$ cat src/rtl/operand_dispatch_if.sv
// Operand dispatcher handshake bundle: one upstream valid/ready port fanning out to
// NUM_CH registered destination ports, plus the illegal-select pulse.
interface operand_dispatch_if #(
  parameter int DATA_W = 16,
  parameter int NUM_CH = 4,
  parameter int SEL_W  = $clog2(NUM_CH)
);
  logic                     in_valid;
  logic                     in_ready;
  logic [SEL_W-1:0]         in_sel;
  logic [DATA_W-1:0]        in_data;
  logic [NUM_CH-1:0]        out_valid;
  logic [NUM_CH-1:0]        out_ready;
  logic [NUM_CH*DATA_W-1:0] out_data;
  logic                     sel_err;

  modport master (
    output in_valid, in_sel, in_data, out_ready,
    input  in_ready, out_valid, out_data, sel_err
  );

  modport slave (
    input  in_valid, in_sel, in_data, out_ready,
    output in_ready, out_valid, out_data, sel_err
  );
endinterface

$ cat src/rtl/operand_dispatch.sv
// Registered 1-to-NUM_CH operand dispatcher with one-entry output registers per channel.
// Optional per-channel saturating load counters under OPERAND_DISPATCH_PERF_CNT_EN.
module operand_dispatch #(
  parameter int DATA_W = 16,
  parameter int NUM_CH = 4,
  parameter int SEL_W  = $clog2(NUM_CH)
) (
  input  logic                 clk_i,
  input  logic                 rst_ni,
  operand_dispatch_if.slave    bus
`ifdef OPERAND_DISPATCH_PERF_CNT_EN
  ,
  output logic [NUM_CH*16-1:0] perf_cnt_o
`endif
);

  logic [NUM_CH-1:0]             valid_q;
  logic [NUM_CH-1:0][DATA_W-1:0] data_q;
  logic                          sel_err_q;
  logic                          sel_err_d;
  logic [NUM_CH-1:0]             sel_oh_s;
  logic [NUM_CH-1:0]             load_s;
  logic                          in_ready_s;
  logic                          accept_s;

  // One-hot select decode; an out-of-range select matches no channel.
  always_comb begin
    sel_oh_s = '0;
    for (int k = 0; k < NUM_CH; k++) begin
      if (bus.in_sel == SEL_W'(k)) begin
        sel_oh_s[k] = 1'b1;
      end else begin
        sel_oh_s[k] = 1'b0;
      end
    end
  end

  // Only the selected channel can stall; an illegal select is always accepted and dropped.
  always_comb begin
    in_ready_s = ~|(sel_oh_s & valid_q & ~bus.out_ready);
    accept_s   = bus.in_valid & in_ready_s;
    load_s     = sel_oh_s & {NUM_CH{accept_s}};
    sel_err_d  = accept_s & ~|sel_oh_s;
  end

  // Per-channel holding registers: a load wins over a same-cycle drain.
  always_ff @(posedge clk_i) begin
    if (!rst_ni) begin
      valid_q   <= '0;
      data_q    <= '0;
      sel_err_q <= 1'b0;
    end else begin
      for (int k = 0; k < NUM_CH; k++) begin
        if (load_s[k]) begin
          data_q[k]  <= bus.in_data;
          valid_q[k] <= 1'b1;
        end else if (bus.out_ready[k]) begin
          valid_q[k] <= 1'b0;
        end else begin
          valid_q[k] <= valid_q[k];
        end
      end
      sel_err_q <= sel_err_d;
    end
  end

  assign bus.in_ready  = in_ready_s;
  assign bus.out_valid = valid_q;
  assign bus.out_data  = data_q;
  assign bus.sel_err   = sel_err_q;

`ifdef OPERAND_DISPATCH_PERF_CNT_EN
  logic [NUM_CH-1:0][15:0] cnt_q;

  // Load counters saturate at all-ones and clear only on reset.
  always_ff @(posedge clk_i) begin
    if (!rst_ni) begin
      cnt_q <= '0;
    end else begin
      for (int k = 0; k < NUM_CH; k++) begin
        if (load_s[k] && (cnt_q[k] != 16'hFFFF)) begin
          cnt_q[k] <= cnt_q[k] + 16'd1;
        end else begin
          cnt_q[k] <= cnt_q[k];
        end
      end
    end
  end

  assign perf_cnt_o = cnt_q;
`endif

endmodule

$ cat src/flat_wrapper.sv
// flat-port wrapper written by rule: the top's interface ports become plain ports
module operand_dispatch_flat 
#(
  parameter int DATA_W = 16,
  parameter int NUM_CH = 4,
  parameter int SEL_W  = $clog2(NUM_CH)
)
  (clk_i, rst_ni, bus_in_valid, bus_in_sel, bus_in_data, bus_out_ready, bus_in_ready, bus_out_valid, bus_out_data, bus_sel_err);
  operand_dispatch_if #(.DATA_W(DATA_W), .NUM_CH(NUM_CH), .SEL_W(SEL_W)) bus_i ();
  input  logic clk_i;
  input  logic rst_ni;
  input wire logic [$bits(bus_i.in_valid)-1:0] bus_in_valid;
  input wire logic [$bits(bus_i.in_sel)-1:0] bus_in_sel;
  input wire logic [$bits(bus_i.in_data)-1:0] bus_in_data;
  input wire logic [$bits(bus_i.out_ready)-1:0] bus_out_ready;
  output wire logic [$bits(bus_i.in_ready)-1:0] bus_in_ready;
  output wire logic [$bits(bus_i.out_valid)-1:0] bus_out_valid;
  output wire logic [$bits(bus_i.out_data)-1:0] bus_out_data;
  output wire logic [$bits(bus_i.sel_err)-1:0] bus_sel_err;
  assign bus_i.in_valid = bus_in_valid;
  assign bus_i.in_sel = bus_in_sel;
  assign bus_i.in_data = bus_in_data;
  assign bus_i.out_ready = bus_out_ready;
  assign bus_in_ready = bus_i.in_ready;
  assign bus_out_valid = bus_i.out_valid;
  assign bus_out_data = bus_i.out_data;
  assign bus_sel_err = bus_i.sel_err;
  operand_dispatch #(.DATA_W(DATA_W), .NUM_CH(NUM_CH), .SEL_W(SEL_W)) u_core (.clk_i(clk_i), .rst_ni(rst_ni), .bus(bus_i));
endmodule
$ cat config.mk
export PLATFORM = sky130hd
export DESIGN_NAME = operand_dispatch_flat
export DESIGN_NICKNAME = d
export VERILOG_FILES = /design/src/rtl/operand_dispatch_if.sv /design/src/rtl/operand_dispatch.sv /design/src/flat_wrapper.sv
export SDC_FILE = /design/constraint.sdc
export NUM_CORES = 1
export LEC_CHECK = 0
export BUFFER_PORTS_ARGS = -buffer_cell sky130_fd_sc_hd__buf_2
export CAP_MARGIN = 40
export CORE_MARGIN = 1.5
export CORE_UTILIZATION = 49
export DETAILED_ROUTE_END_ITERATION = 7
export PLACE_DENSITY = 0.79
export SLEW_MARGIN = 20
export SYNTH_ARGS = -nofsm -noshare
export SYNTH_HDL_FRONTEND = slang
export SYNTH_SLANG_ARGS = --single-unit
$ cat constraint.sdc
create_clock -name clk_i -period 1.5 [get_ports clk_i]
set_input_delay 0.15 -clock clk_i [delete_from_list [all_inputs] [get_ports clk_i]]
set_output_delay 0.15 -clock clk_i [all_outputs]
set_load 0.01 [all_outputs]
==> results of run 1 <==
-- sequential cells by signal (all words and copies together) (netlist names) --
name and cells:
u_core.bus.out_data 64, u_core.bus.out_valid 4, u_core.bus.sel_err 1
-- synthesized netlist by cell type --
cell type,instances,share of area [%]
nand3b_1,1,0.29
conb_1,1,0.14
nor3_1,1,0.19
buf_6,2,0.86
buf_2,5,0.96
buf_4,2,0.57
clkbuf_1,4,0.57
dfxtp_1,69,53
nand2b_1,4,0.96
mux4_1,1,1.0
and3_4,1,0.43
nor2b_1,2,0.48
buf_12,3,2.3
nor2b_2,1,0.33
a21boi_0,3,0.86
nand2_1,82,12
buf_8,1,0.57
mux2i_1,64,24
o21a_1,1,0.29
nand3_1,1,0.19
-- through the flow --
step | util [%] | hold WS [ns] | area, µm²
after CTS | 65.3 | 0.100 | 3360
after global placement | 60.4 | 0.440 | 3110
after detailed placement | 60.4 | 0.444 | 3110
final | 65.3 | 0.110 | 3360
after global routing | 65.3 | 0.113 | 3360
after floorplan | - | 0.297 | 2620
-- layout make-up --
type                            instances  area (µm²)
Timing Repair Buffer                  100         553
Tap cell                               70        87.6
Clock buffer                            9         124
Sequential cell                        69        1380
Clock inverter                          7         123
Multi-Input combinational cell        163        1090
Fill cell                             466        1780
-- cell families (layout without fill, tap and decap cells) --
kind of cell           Yosys count  in the layout  share of synthesized area (%)
AOI/OAI and AO/OA                4              4                           1.15
DFF                             69             69                           52.8
buffers and inverters           17            116                           5.83
muxes                           65             65                           25.5
and+or+nand+nor                 93             93                           14.6
other                            1              1                          0.143
-- what timing repair did --
item / 4_1_cts / 5_1_grt
gates resized for setup: 3 / 0
endpoints found under the setup margin: 1 / 1
setup buffers: 1 / 0
gates cloned: 0 / 0
-- placed cells by master, fill, tap and decap left out --
cell        instances
inv_6               1
a21boi_0            3
mux4_2              1
nand3_1             1
nor3_2              1
nor2b_1             1
buf_4               3
nand3b_1            1
conb_1              1
clkbuf_8            9
clkinv_4            1
nor2b_2             2
buf_12              3
o21a_1              1
clkinvlp_4          2
and3_4              1
buf_2              94
mux2i_1            64
nand2_1            82
dfxtp_1            67
dfxtp_2             2
bufinv_16           3
nand2b_1            4
-- worst min-delay path by stage --
| stage | from | to | slack [ns] | cells past startpoint |
|---|---|---|---|---|
| detailed placement | u_core.bus.out_data[41]$_SDFFE_PN0P_ | u_core.bus.out_data[41]$_SDFFE_PN0P_ | 0.44 | 2 |
| floorplan | bus_in_sel[1] | u_core.bus.out_valid[2]$_SDFFE_PN0P_ | 0.30 | 2 |
| global route | bus_in_sel[1] | u_core.bus.out_valid[2]$_SDFFE_PN0P_ | 0.11 | 3 |
| CTS | bus_in_sel[1] | u_core.bus.out_valid[2]$_SDFFE_PN0P_ | 0.10 | 3 |
| global placement | u_core.bus.out_data[44]$_SDFFE_PN0P_ | u_core.bus.out_data[44]$_SDFFE_PN0P_ | 0.44 | 2 |
| finish | bus_in_sel[1] | u_core.bus.out_valid[2]$_SDFFE_PN0P_ | 0.11 | 3 |
-- worst max-delay path, cell delays in order (launching register included) --
cell	delay, ns
dfxtp_2	0.33
nand2b_1	0.08
mux4_2	0.46
buf_2	0.15
-- per-layer routing --
layer	GRT usage, %	vias to the layer above	wire length [µm]
met4	10.6	0	102
met5	0	-	0
li1	-	1005	-
met2	31.9	57	2590
met3	4.19	8	248
met1	24.5	935	2600
-- power breakdown --
group          switching [mW]  internal [mW]  leakage (nW)  total (mW)
logic                   0.192          0.149         0.928       0.341
clock network           0.726           1.11         0.116        1.84
registers              0.0312           1.90         0.562        1.93
==> metrics.csv, run 1 <==
metric,value,unit
# diodes,0,
Chip Width,76.1,µm
"Max FO, Critical Path",3,
Num CTS Buffers,9,
Via-to-Cell Ratio,4.80,
VDD IR-drop max,0.781,mV
pre-CTS setup slack,0.299,ns
Die Y,76.1,µm
CTS tree,built,
antenna violations before repair,0,
Root Buffer,clkbuf_8,
largest net degree at the start of global routing,85,
synthesized cell area,2620,µm²
Reg2Reg Depth,4,
CTS H-tree depth,3,
Area Overhead vs Synth,28.3,%
total power,4.11,mW
Setup crit start kind,flop,
register bit total from synthesis,69,
Std-Cell Rows,26,
CTS Hold Buffers Added,0,
core area,5140,µm²
Reg-to-Reg End,u_core.bus.out_data[28]$_SDFFE_PN0P_,
drt wl/cell,13.2,µm
worst setup path start,u_core.bus.out_valid[3]$_SDFFE_PN0P_,
routability cong.,0.795,
critical path capture point type,output port,
Finished Layout Cells,418,
Max Clock Freq,669,MHz
I/O pin cnt,95,
Reg2Reg Launch Point,u_core.bus.out_valid[1]$_SDFFE_PN0P_,
initial core utilization,50.9,%
layout cells sized above 1,35.3,%
leakage,1.61,nW
WP data arrival,1.35,ns
Initial DRT Pass Iterations,5,
Post-DP HPWL,3620,µm
Power Dens Cells,1220,nW/µm²
"Warnings, synthesis",0,
DRC Markers,0,
vias in the first global route,1876,
setup violators final,0,
ANT nets after route,0,
sequential share of the synthesized area,52.8,%
Clock Latency Late Sink,0.34,ns
"Distinct cells, synth",20,
Post-layout nets,368,
Reg2Reg Setup Slack,0.31,ns
max-slew violations,0,
unrepaired setup endpoints after global routing,true,
net count after synthesis,274,
Fin. Hold Viols,0,
WP data required,1.35,ns
total congestion overflow,0,
status,completed,
Final period util,99.7,%
Setup TNS,0,ns
Total GRT Usage,19.7,%
Mean Syn Cell Area,10.5,µm²
clk sink count,69,
cell count after synthesis,249,
Final WS setup,0.00472,ns
Die Area,5790,µm²
Iter 0 DRT Violations,112,
CTS max path bufs,2,
maxcap violations,0,
Hold Crit Class,in2reg,
Critical Path Sink,bus_in_ready,
first-pass GRT wire length,9050,µm
Crit Path Class,reg2out,
I/O Buffers,94,
"Reg clk slew, reported paths",0.07,ns
fin crit period,1.50,ns
routed wire length,5530,µm
via count,2005,
clk_skew,0.00466,ns
cell count after placement,401,
(Power assumes the default switching activity.)
==> run 2, diff against run 1 <==
--- a/config.mk
+++ b/config.mk
@@ -7,10 +7,11 @@
 export LEC_CHECK = 0
 export BUFFER_PORTS_ARGS = -buffer_cell sky130_fd_sc_hd__buf_2
 export CAP_MARGIN = 40
-export CORE_MARGIN = 1.5
+export CORE_MARGIN = 5
 export CORE_UTILIZATION = 49
 export DETAILED_ROUTE_END_ITERATION = 7
 export PLACE_DENSITY = 0.79
+export SETUP_SLACK_MARGIN = 0.05
 export SLEW_MARGIN = 20
 export SYNTH_ARGS = -nofsm -noshare
 export SYNTH_HDL_FRONTEND = slang
==> metrics.csv, run 2 (synthesis gave the netlist of run 1 again) <==
metric,value,unit
met3 wire length,261,µm
CTS Hold Buffers Added,0,
Total GRT Usage,17.1,%
Die Area,6900,µm²
fillers,457,
slowest CP cell,mux4_2,
routed wire length,5830,µm
ANT nets after route,0,
layout cells sized above 1,36.4,%
routed wl met2,2930,µm
vias in the first global route,1971,
Power Dens Cells,1170,nW/µm²
final instance area,3370,µm²
Clock Latency Late Sink,0.33,ns
clk sink count,69,
Num CTS Buffers,9,
worst setup path start,u_core.bus.out_valid[3]$_SDFFE_PN0P_,
unrepaired setup endpoints after global routing,true,
Initial DRT Pass Iterations,4,
Setup crit start kind,flop,
"Reg clk slew, reported paths",0.07,ns
Fin. Hold Viols,0,
most frequent cells in the layout,"93 x buf_2, 82 x nand2_1, 65 x dfxtp_1",
status,completed,
Crit Path Class,reg2out,
CTS H-tree depth,3,
Root Buffer,clkbuf_8,
Std-Cell Rows,26,
max reg flops,64,
I/O pin cnt,95,
VDD IR-drop max,0.986,mV
"most common cell after layout, fill and taps aside",buf_2,
core area,5140,µm²
pre-CTS setup slack,0.291,ns
Reg2Reg Depth,4,
Iter 0 DRT Violations,72,
Area Overhead vs Synth,28.8,%
Final WS setup,0.0189,ns
# diodes,0,
max-slew violations,0,
WP data arrival,1.33,ns
Final period util,98.7,%
Critical Path Sink,bus_in_ready,
uppermost layer routed,met4,
Post-DP HPWL,3910,µm
CTS max path bufs,2,
total power,3.93,mW
worst hold path depth,3,
"Max FO, Critical Path",2,
cell count after placement,400,
initial core utilization,50.9,%
Area after DPL,3110,µm²
Post-layout nets,369,
critical path capture point type,output port,
Hold Crit Class,in2reg,
clk_skew,0.00808,ns
antenna violations before repair,0,
DRC Markers,0,
HP Start,bus_in_sel[1],
WP data required,1.35,ns
leakage,1.62,nW
Max Clock Freq,675,MHz
Die Y,83.1,µm
routability cong.,0.800,
CTS tree,built,
Reg2Reg Setup Slack,0.26,ns
hold_ws,0.140,ns
I/O Buffers,94,
via count,1977,
Metal-1 WL,2550,µm
fin crit period,1.48,ns
largest net degree at the start of global routing,85,
first-pass GRT wire length,9630,µm
Sequential cell area,1390,µm²
Reg-to-Reg End,u_core.bus.out_data[40]$_SDFFE_PN0P_,
Finished Layout Cells,419,
Via-to-Cell Ratio,4.72,
area of the multi-input gates,1090,µm²
Chip Width,83.1,µm
Reg2Reg Launch Point,u_core.bus.out_valid[2]$_SDFFE_PN0P_,
total congestion overflow,0,
maxcap violations,0,
drt wl/cell,13.9,µm
crit path cell chain,nand2b_1 > mux4_2 > buf_6,
setup violators final,0,
CP max stage delay,0.48,ns
[run 2: cell count changes in the layout (fill, tap and decap cells not counted), sizes merged]
cell	delta
bufinv	-1
clkinv	+2
clkinvlp	-1
buf	+1
inv	-1
clkbuf	+1
[run 2: routing by layer]
metal	GRT usage [%]	vias up
met4	7.58	0
met1	19.9	912
li1	-	1008
met2	29.9	48
met3	3.76	9
met5	0	-
[run 2: area by class of cell]
| type | instances | area share, % |
|---|---|---|
| well taps | 70 | 2.60 |
| multi-input cells | 163 | 32.5 |
| clock inverters | 6 | 2.56 |
| clock buffers | 10 | 4.08 |
| repair buffers | 101 | 17.2 |
| flip-flops and latches | 69 | 41.1 |
[run 2: worst min path at each step]
stage / to / slack [ns]
floorplan: u_core.bus.out_valid[2]$_SDFFE_PN0P_ / 0.30
global placement: u_core.bus.out_data[39]$_SDFFE_PN0P_ / 0.44
detailed placement: u_core.bus.out_data[17]$_SDFFE_PN0P_ / 0.44
CTS: u_core.bus.out_data[3]$_SDFFE_PN0P_ / 0.13
global route: u_core.bus.out_valid[2]$_SDFFE_PN0P_ / 0.14
finish: u_core.bus.out_valid[2]$_SDFFE_PN0P_ / 0.14
[run 2: what timing repair did]
item                                    CTS  global route
resized for setup                         6             1
buffers inserted                          3             0
endpoints found under the setup margin    1             1
[run 2: stage by stage]
| stage | TNS (ns) | utilization, % |
|---|---|---|
| floorplan | 0 | - |
| global placement | 0 | 60.5 |
| detailed placement | 0 | 60.5 |
| CTS | 0 | 65.5 |
| global route | -0.0230 | 65.6 |
| finish | 0 | 65.6 |
[run 2: worst max-delay path: cells and delay by family, from the launching register on]
family                 cells  cell delay (ns)
multiplexers               1             0.48
buffers and inverters      1             0.14
flip-flops                 1             0.32
AND/OR/NAND/NOR            1             0.07
[run 2: power by group]
part	switching (mW)	internal (mW)	total [mW]	leakage (nW)
sequential	0.0326	1.90	1.93	0.563
combinational	0.192	0.154	0.346	0.943
clock	0.678	0.978	1.66	0.112
total	0.903	3.03	3.93	1.62
==> run 3, diff against run 2 <==
--- a/config.mk
+++ b/config.mk
@@ -8,9 +8,10 @@
 export BUFFER_PORTS_ARGS = -buffer_cell sky130_fd_sc_hd__buf_2
 export CAP_MARGIN = 40
 export CORE_MARGIN = 5
-export CORE_UTILIZATION = 49
+export CORE_UTILIZATION = 40
 export DETAILED_ROUTE_END_ITERATION = 7
-export PLACE_DENSITY = 0.79
+export HOLD_SLACK_MARGIN = 0.02
+export PLACE_DENSITY = 0.67
 export SETUP_SLACK_MARGIN = 0.05
 export SLEW_MARGIN = 20
 export SYNTH_ARGS = -nofsm -noshare
==> metrics.csv, run 3 (synthesis gave the netlist of run 1 again) <==
metric,value,unit
Setup crit start kind,flop,
VDD IR-drop max,0.558,mV
Die Y,90.9,µm
met3 wire length,354,µm
Power Dens Cells,1180,nW/µm²
leakage,1.61,nW
Std-Cell Rows,29,
routability cong.,0.732,
routed wire length,6040,µm
Post-layout nets,369,
total congestion overflow,0,
Setup TNS,0,ns
Clock Latency Late Sink,0.33,ns
critical path capture point type,output port,
Final period util,99.7,%
clk sink count,69,
max reg flops,64,
I/O Buffers,94,
largest net degree at the start of global routing,43,
initial core utilization,41.2,%
Reg-to-Reg End,u_core.bus.out_data[17]$_SDFFE_PN0P_,
antenna violations before repair,0,
clk_skew,0.0124,ns
Crit Path Class,reg2out,
routed wl met2,2840,µm
Final Util,52.9,%
"Reg clk slew, reported paths",0.08,ns
unrepaired setup endpoints after global routing,true,
Post-DP HPWL,4140,µm
worst hold path depth,3,
Max Clock Freq,669,MHz
Reg2Reg Launch Point,u_core.bus.out_valid[1]$_SDFFE_PN0P_,
layout cells sized above 1,35.5,%
setup violators final,0,
Fin. Hold Viols,0,
max-slew violations,0,
vias in the first global route,1998,
Root Buffer,clkbuf_8,
WP data required,1.35,ns
via count,1972,
CTS tree,built,
Iter 0 DRT Violations,86,
ANT nets after route,0,
uppermost layer routed,met4,
"most common cell after layout, fill and taps aside",buf_2,
Reg2Reg Setup Slack,0.28,ns
HP Start,bus_in_data[10],
Via-to-Cell Ratio,4.63,
Die Area,8260,µm²
Chip Width,90.9,µm
drt wl/cell,14.2,µm
core area,6350,µm²
WP data arrival,1.35,ns
status,completed,
first-pass GRT wire length,9780,µm
fin crit period,1.50,ns
Initial DRT Pass Iterations,4,
CTS Hold Buffers Added,0,
Area Overhead vs Synth,28.3,%
Worst Hold End,u_core.bus.out_data[10]$_SDFFE_PN0P_,
Total GRT Usage,14.7,%
Metal-1 WL,2740,µm
# diodes,0,
most frequent cells in the layout,"93 x buf_2, 82 x nand2_1, 67 x dfxtp_1",
Hold Crit Class,in2reg,
DRC Markers,0,
"Max FO, Critical Path",3,
CTS max path bufs,2,
Num CTS Buffers,9,
maxcap violations,0,
CTS H-tree depth,3,
Reg2Reg Depth,4,
I/O pin cnt,95,
-- run 3: cell types whose count changed in the layout (fill, tap and decap cells not counted) --
cell	before	now
buf_12	4	3
buf_4	3	4
dfxtp_1	65	67
dfxtp_2	4	2
nand2b_1	3	4
nand2b_4	1	0
-- run 3: routing by layer --
metal | global-route usage [%] | up-vias
met1 | 18.1 | 899
met4 | 6.97 | 0
met2 | 23.8 | 55
met5 | 0 | -
li1 | - | 1009
met3 | 3.75 | 9
-- run 3: cell type report --
class                      instances  area [µm²]
fill                             601        2990
clock buffer                      10         138
tap                               77        96.3
clock inverter                     6        86.3
sequential                        69        1380
multi-input combinational        163        1090
timing repair buffer             101         567
-- run 3: repair_timing --
action | in CTS | in global routing
endpoints found under the setup margin | 1 | 1
pin swaps | 0 | 0
resized for setup | 3 | 1
setup buffers | 1 | 0
-- run 3: worst max-delay path, cell delays in order, from the launching register on --
cell and delay (ns):
dfxtp_2 0.32, nand2b_1 0.07, mux4_2 0.48, buf_6 0.14
-- run 3: how the worst max path moves through the flow --
stage	to	depth (start not counted)	slack, ns	start
after global placement	bus_in_ready	4	0.30	bus_out_ready[2]
after detailed placement	bus_in_ready	4	0.29	bus_out_ready[2]
after global routing	bus_in_ready	3	-0.06	u_core.bus.out_valid[3]$_SDFFE_PN0P_
after floorplan	u_core.bus.out_data[22]$_SDFFE_PN0P_	5	0.29	u_core.bus.out_valid[1]$_SDFFE_PN0P_
after CTS	bus_in_ready	3	-0.03	u_core.bus.out_valid[3]$_SDFFE_PN0P_
final	bus_in_ready	3	0.005	u_core.bus.out_valid[3]$_SDFFE_PN0P_
-- run 3: through the flow --
stage	instance area, µm²	cells	power [mW]	worst slack, ns	hold slack [ns]
after CTS	3360	426	4.00	-0.0327	0.120
after global routing	3360	426	4.10	-0.0559	0.148
after detailed placement	3120	409	2.32	0.289	0.443
after floorplan	2620	249	2.18	0.294	0.297
final	3360	426	3.95	0.00471	0.140
after global placement	3120	409	2.31	0.300	0.440
-- run 3: report_power, final --
group          switching [mW]  leakage [nW]  internal, mW
Sequential             0.0299         0.562          1.90
Clock                   0.693         0.112         0.978
Combinational           0.196         0.935         0.153
Total                   0.918          1.61          3.03
